[config.mk]
export PLATFORM = sky130hd
export DESIGN_NAME = fifo_stream_ctrl
export DESIGN_NICKNAME = d
export VERILOG_FILES = /design/src/rtl/fifo_stream_ctrl.sv
export SDC_FILE = /design/constraint.sdc
export NUM_CORES = 1
export LEC_CHECK = 0
export BUFFER_PORTS_ARGS = -buffer_cell sky130_fd_sc_hd__buf_2
export CAP_MARGIN = 10
export CORE_MARGIN = 2
export CORE_UTILIZATION = 54
export CTS_CLUSTER_DIAMETER = 30
export DETAILED_ROUTE_END_ITERATION = 6
export PLACE_DENSITY = 0.94
export SKIP_CTS_REPAIR_TIMING = 1
export SYNTH_ARGS = -nofsm -noshare
export SYNTH_HDL_FRONTEND = slang
export SYNTH_SLANG_ARGS = --single-unit
[constraint.sdc]
create_clock -name wclk -period 8.15 [get_ports wclk]
set_input_delay 0.815 -clock wclk [delete_from_list [all_inputs] [get_ports wclk]]
set_output_delay 0.815 -clock wclk [all_outputs]
set_load 0.05 [all_outputs]
[src/rtl/fifo_stream_ctrl.sv]
// Stream flow control and address generation for a registered-read FIFO storage array.
// The write side gates the upstream stream into memory writes. The read side absorbs the one-cycle read latency in a 2-entry queue.
module fifo_stream_ctrl #(
  parameter int unsigned DATA_WIDTH = 8,
  parameter int unsigned DATA_DEPTH = 16,
  parameter int unsigned ASIZE      = 4,
  parameter int unsigned AF_LEVEL   = 12
) (
  input  logic                  wclk,
  input  logic                  rst,
  input  logic                  flush,
  input  logic                  in_valid,
  output logic                  in_ready,
  input  logic [DATA_WIDTH-1:0] in_data,
  output logic                  out_valid,
  input  logic                  out_ready,
  output logic [DATA_WIDTH-1:0] out_data,
  output logic                  mem_wen,
  output logic [ASIZE-1:0]      mem_waddr,
  output logic [DATA_WIDTH-1:0] mem_wdata,
  output logic                  mem_ren,
  output logic [ASIZE-1:0]      mem_raddr,
  input  logic [DATA_WIDTH-1:0] mem_rdata,
  output logic [ASIZE:0]        count,
  output logic                  almost_full,
  output logic                  empty,
  output logic                  drop_err
);

  localparam int unsigned PW = ASIZE + 1;

  logic [PW-1:0]         wr_ptr_q, wr_ptr_d;
  logic [PW-1:0]         rd_ptr_q, rd_ptr_d;
  logic                  inflight_q;
  logic [1:0]            occ_q, occ_d;
  logic                  head_q, head_d;
  logic [DATA_WIDTH-1:0] qbuf_q [2];
  logic                  drop_err_q;

  logic [PW-1:0] cnt;
  logic          full;
  logic          push;
  logic          pop;
  logic          issue;
  logic          tail;
  logic [2:0]    credit;

  // Handshake, credit and pointer next-state
  always_comb begin
    cnt      = wr_ptr_q - rd_ptr_q;
    full     = (cnt == PW'(DATA_DEPTH));
    pop      = (occ_q != 2'd0) && out_ready;
    push     = in_valid && !full && !flush && !rst;
    // Queue slots already promised: held entries plus the read in flight
    credit   = 3'(occ_q) + 3'(inflight_q) - 3'(pop);
    issue    = (cnt != '0) && (credit < 3'd2) && !flush && !rst;
    tail     = head_q ^ occ_q[0];
    wr_ptr_d = push  ? wr_ptr_q + PW'(1) : wr_ptr_q;
    rd_ptr_d = issue ? rd_ptr_q + PW'(1) : rd_ptr_q;
    occ_d    = occ_q + 2'(inflight_q) - 2'(pop);
    head_d   = pop ? ~head_q : head_q;
  end

  always_ff @(posedge wclk) begin
    if (rst) begin
      wr_ptr_q   <= '0;
      rd_ptr_q   <= '0;
      inflight_q <= 1'b0;
      occ_q      <= 2'd0;
      head_q     <= 1'b0;
      qbuf_q[0]  <= '0;
      qbuf_q[1]  <= '0;
      drop_err_q <= 1'b0;
    end else begin
      if (in_valid && full) drop_err_q <= 1'b1;
      if (flush) begin
        wr_ptr_q   <= '0;
        rd_ptr_q   <= '0;
        inflight_q <= 1'b0;
        occ_q      <= 2'd0;
        head_q     <= 1'b0;
      end else begin
        wr_ptr_q   <= wr_ptr_d;
        rd_ptr_q   <= rd_ptr_d;
        inflight_q <= issue;
        occ_q      <= occ_d;
        head_q     <= head_d;
        if (inflight_q) qbuf_q[tail] <= mem_rdata;
      end
    end
  end

  assign in_ready    = !full;
  assign mem_wen     = push;
  assign mem_waddr   = wr_ptr_q[ASIZE-1:0];
  assign mem_wdata   = in_data;
  assign mem_ren     = issue;
  assign mem_raddr   = rd_ptr_q[ASIZE-1:0];
  assign out_valid   = (occ_q != 2'd0);
  assign out_data    = qbuf_q[head_q];
  assign count       = cnt;
  assign almost_full = (cnt >= PW'(AF_LEVEL));
  assign empty       = (cnt == '0) && !inflight_q && (occ_q == 2'd0);
  assign drop_err    = drop_err_q;

endmodule

# == Word level (Yosys, flattened, before mapping) ==
# Memory sizes are Yosys's and may differ from the RTL's. A register that Yosys moved wholly into a read port is not among the register bits.
# Cells that the tools add are included.
# word_totals
regBits,15
ramBits,16
input_bits,21
out_inout_bits,36
elab_cells,50
n_memories,1
# mem_list
memory,depth,width,read_ports,rd_clocked_by_memory_dff,wr,line,rtl
qbuf_q,2,8,1,1,2,37,logic [DATA_WIDTH-1:0] qbuf_q [2];
# op_classes
add_sub_neg,7
magnitude_cmp,2
n_eq_ne,1
n_mux,11
n_bitwise,2
reduce_logical,20
# ops
operator,n
5-bit by 1-bit adder with 5-bit output (second input constant),2
1-bit logical AND,10
1-bit two-way mux,10
8-bit two-way mux,1
8-bit OR reduction,1
5-bit equality test (second input constant),1
5-bit by 4-bit >= comparator with 1-bit output (second input constant),1
5-bit zero test,1
5-bit nonzero test,1
5-bit subtractor,1
1-bit zero test,4
2-bit by 1-bit adder with 3-bit output,1
3-bit by 2-bit < comparator with 1-bit output (second input constant),1
3-bit by 1-bit subtractor with 3-bit output,1
2-bit by 1-bit adder with 2-bit output,1
2-bit zero test,1
2-bit nonzero test,1
2-bit OR reduction,1
2-bit by 1-bit subtractor with 2-bit output,1
1-bit inverter,1
1-bit XOR,1

# == Logic depth before layout (Yosys ltp) ==
# logic_depth
depth_word,7
depth_mapped,12
mapped_depth_nobuf,12

# == Worst setup path before layout ==
# Ideal clock, no wire load.
# synth_path
path_kind,register to output
startpoint,register wr_ptr_q[0]
endpoint,output empty
arrival_time_ns,3.232
slack_ns,4.103
stages_incl_launch_ff,10
n_path_buf,1
cell_sequence,dfxtp_1 inv_1 ha_1 inv_1 fa_1 nand3b_1 a211o_1 a2bb2o_2 buf_6 nor3_1
# synth_via
elab_chain_len,4
# synth_rtl
element,line,rtl
"start, declared",32,"logic [PW-1:0] wr_ptr_q, wr_ptr_d;"
"start signal, assigned",83,wr_ptr_q <= wr_ptr_d;
5-bit subtractor,50,cnt = wr_ptr_q - rd_ptr_q;
named net count[1],24,"output logic [ASIZE:0] count,"
5-bit zero test,103,assign empty = (cnt == '0) && !inflight_q && (occ_q == 2'd0);
1-bit logical AND (2 in series),103,
"end, declared",26,"output logic empty,"
# The timed path passes the listed nets, and every way through them passes these cells.

# == Worst setup path in the final report ==
# layout_path
startpoint,input out_ready
endpoint,output mem_ren
# layout_via
elab_chain_len,6
# layout_rtl
element,line,rtl
"start, declared",16,"input logic out_ready,"
1-bit logical AND,52,pop = (occ_q != 2'd0) && out_ready;
named net pop,43,logic pop;
3-bit by 1-bit subtractor with 3-bit output,55,credit = 3'(occ_q) + 3'(inflight_q) - 3'(pop);
3-bit by 2-bit < comparator with 1-bit output,56,issue = (cnt != '0) && (credit < 3'd2) && !flush && !rst;
1-bit logical AND (3 in series),56,
"end, declared",21,"output logic mem_ren,"
# The timed path passes the listed nets, and every way through them passes these cells.

==> impl_metrics.py <==
metrics = {
    "synthesis": {
        "yosysUniqueCellTypes": 41,
        "synth-edff-count": 16,
        "synth_flop_cell": "edfxtp_1",
        "synthArstFlopShare_pct": 0,
        "seq_area_frac_synth_pct": 44.2,
        "synth-xor-area-share_pct": 3.31,
        "synthCells": 173,
        "synthSimpleGateAreaFrac_pct": 18.9,
        "netlist_top_cells_count": "and2_1 (19), buf_4 (16), dfxtp_1 (16), edfxtp_1 (16), inv_1 (12)",
        "synth_compound_area_share_pct": 8.28,
        "synth_top_family_by_area": "simple AND/OR/NAND/NOR gates",
        "synth_fa_ha_area_share_pct": 7.73,
        "avgSynthCellArea_sq_um": 10.5,
        "synth_top_area_share_pct": 26.5,
        "synth-seq-cells": 32,
        "syn-num-nets": 204,
        "synth_area_leaders": "edfxtp_1 (27%), dfxtp_1 (18%), buf_4 (6.6%)",
        "synth_mux_area_share_pct": 6.63,
        "synth_most_common_cell": "and2_1",
        "yosysWarnings": 0,
        "synth_area_sq_mm": 0.00181,
        "yosysTopAreaCell": "edfxtp_1",
    },
    "power_and_ir_drop": {
        "switchingPower_mw": 0.312,
        "peakVddDrop_mv": 0.253,
        "power_frac_seq_pct": 30.2,
        "combPwrFrac_pct": 52.2,
        "power_density_mw_per_mm2": 326,
        "p_leak_nw": 0.912,
        "p_int_mw": 0.338,
        "netSwitchingFraction_pct": 48.0,
        "clock_power_share_pct": 17.6,
    },
    "sta": {
        "fmax_ghz": 0.258,
        "slew_viol_final": 0,
        "tightest_slew_ns": 0.630,
        "fin_crit_ns": 3.87,
        "fin_tns_setup_ns": 0,
        "setup_viol": 0,
        "rsz0062_at_grt": "no",
        "hold_viol_final": 0,
        "finalCritPeriodShare_pct": 47.5,
        "maxSlewHeadroom_pct": 57.9,
        "fin_skew_ns": 0.00841,
    },
    "critical_path": {
        "worstPathRequired_ns": 7.34,
        "worstSetupStartpointType": "primary input",
        "r2r-start": "occ_q[1]",
        "r2r_slack_ns": 5.31,
        "critical_path_class": "in -> out",
        "r2r-end": "rd_ptr_q[3]",
        "rr_worst_depth": 12,
        "crit_arrival_ns": 3.05,
        "cp-end-kind": "output port",
        "cp_max_fo": 6,
    },
    "die": {
        "coreArea_sq_mm": 0.00328,
        "ios": 57,
        "die_y_um": 61.9,
        "start_util_pct": 55.2,
        "rows": 21,
        "die_area_sq_mm": 0.00384,
        "dieWidth_um": 61.9,
    },
    "cts": {
        "cts-root-buf": "clkbuf_4",
        "cts_tree": "built",
        "clock_latency_ns": 0.33,
        "cts_buffers": 5,
        "clk_path_buf_depth": 2,
        "cts_max_level": 2,
        "clk_pin_slew_ns": 0.10,
        "clock_sinks": 32,
    },
    "placement": {
        "numPortBuffers": 40,
        "place_congestion": 0.842,
        "hpwl_um": 2300,
    },
    "flow_run": {
        "maxCapViolCount": 0,
    },
    "route": {
        "routed_wl_um": 3120,
        "drtAntennaViolNets": 0,
        "via_per_inst": 5.01,
        "drt_iter0_markers": 30,
        "wl_per_cell_um": 12.7,
        "drc": 0,
        "via_count": 1233,
        "firstDrtPassIters": 4,
    },
    "finish": {
        "post-route-util_pct": 60.6,
        "final_nets": 230,
        "syn_to_final_growth_pct": 9.87,
        "drive_above_1_share_pct": 33.0,
        "diodes": 0,
    },
    "global_route": {
        "grt_pass1_wl_um": 4680,
        "grt_pass1_vias": 1077,
        "track_usage_pct": 17.2,
        "overflow": 0,
        "grt_max_degree": 12,
        "antenna_found_initial": 0,
    },
    "worst_hold_path": {
        "hold_path.class": "reg -> reg",
        "holdPathStages": 1,
        "hp-start": "rd_ptr_q[4]",
        "hold-path-endpoint": "rd_ptr_q[4]",
    },
    "status": {
        "run_status": "finished clean",
    },
}
cell type report:
cell class	instances	area [sq um]
fill	292	1290
inverter	12	45.0
clock inverter	3	37.5
sequential	32	801
timing repair buffer	40	200
clock buffer	5	37.5
multi-input combinational	108	813
tap	46	57.6
layout by cell type (no fill, tap or decap), drive strengths merged, types with 2 or more instances in the layout:
cell type  netlist  routed
edfxtp          16      16
buf             18      40
fa               2       2
xnor2            2       2
a21oi            8       8
mux2i            3       3
a211oi           2       2
or3              2       2
nand3b           2       2
and3             3       3
nand2            8       8
o21ai            4       4
nor3             3       3
clkinv           0       2
nor2             7       7
xor2             4       4
ha               8       8
or2              3       3
dfxtp           16      16
nand3            6       6
and2            21      21
inv             12      12
mux2             8       8
clkbuf           3       5
critical path: stages:
cell and delay [ns]:
buf_2 0.09, and2_1 0.15, ha_1 0.28, inv_1 0.04, ha_1 0.18, fa_1 0.37, xnor2_1 0.14, nor3_1 0.48
and2_4 0.26, buf_2 0.26
cell families after synthesis:
family / after synthesis
XOR/XNOR: 6
buffers and inverters: 33
flip-flops: 32
multiplexers: 11
AND/OR/NAND/NOR: 60
AO/OA/AOI/OAI: 21
adder cells (fa/ha/maj): 10
routing by layer:
layer | part of all wire, % | vias up | track usage (%)
li1 | - | 633 | -
met3 | 5.2 | 7 | 4.35
met5 | 0 | - | 0
met1 | 45 | 562 | 21.6
met4 | 1.9 | 0 | 9.73
met2 | 48 | 31 | 26.9
metrics by stage:
stage / instances / hold slack [ns] / instance area [sq um] / power (mW) / worst slack (ns)
after floorplan: 173 / 0.448 / 1810 / 0.511 / 4.10
after global placement: 238 / 0.445 / 1920 / 0.534 / 4.34
after detailed placement: 238 / 0.468 / 1920 / 0.539 / 4.28
after CTS: 246 / 0.490 / 1990 / 0.654 / 4.27
after global routing: 246 / 0.508 / 1990 / 0.682 / 4.13
final: 246 / 0.486 / 1990 / 0.649 / 4.28
power groups by stage:
stage,Clock [mW],Sequential [mW],Combinational (mW)
after floorplan,0,0.200,0.311
after global placement,0,0.199,0.335
after detailed placement,0,0.200,0.339
after CTS,0.116,0.196,0.341
after global routing,0.123,0.198,0.361
final,0.114,0.196,0.339
registers in the layout, indices dropped and copies added (netlist names), named ones only:
signal      cells
qbuf_q         16
head_q          1
drop_err        1
wr_ptr_q        5
occ_q           2
rd_ptr_q        5
inflight_q      1
worst max-delay path by stage:
stage,from,to,cells past startpoint
finish,out_ready,mem_ren,10
global route,wr_ptr_q[0],in_ready,9
CTS,out_ready,mem_ren,10
detailed placement,out_ready,mem_ren,10
global placement,out_ready,mem_ren,10
floorplan,wr_ptr_q[0],empty,9
Power figures use the tool's default switching activity.
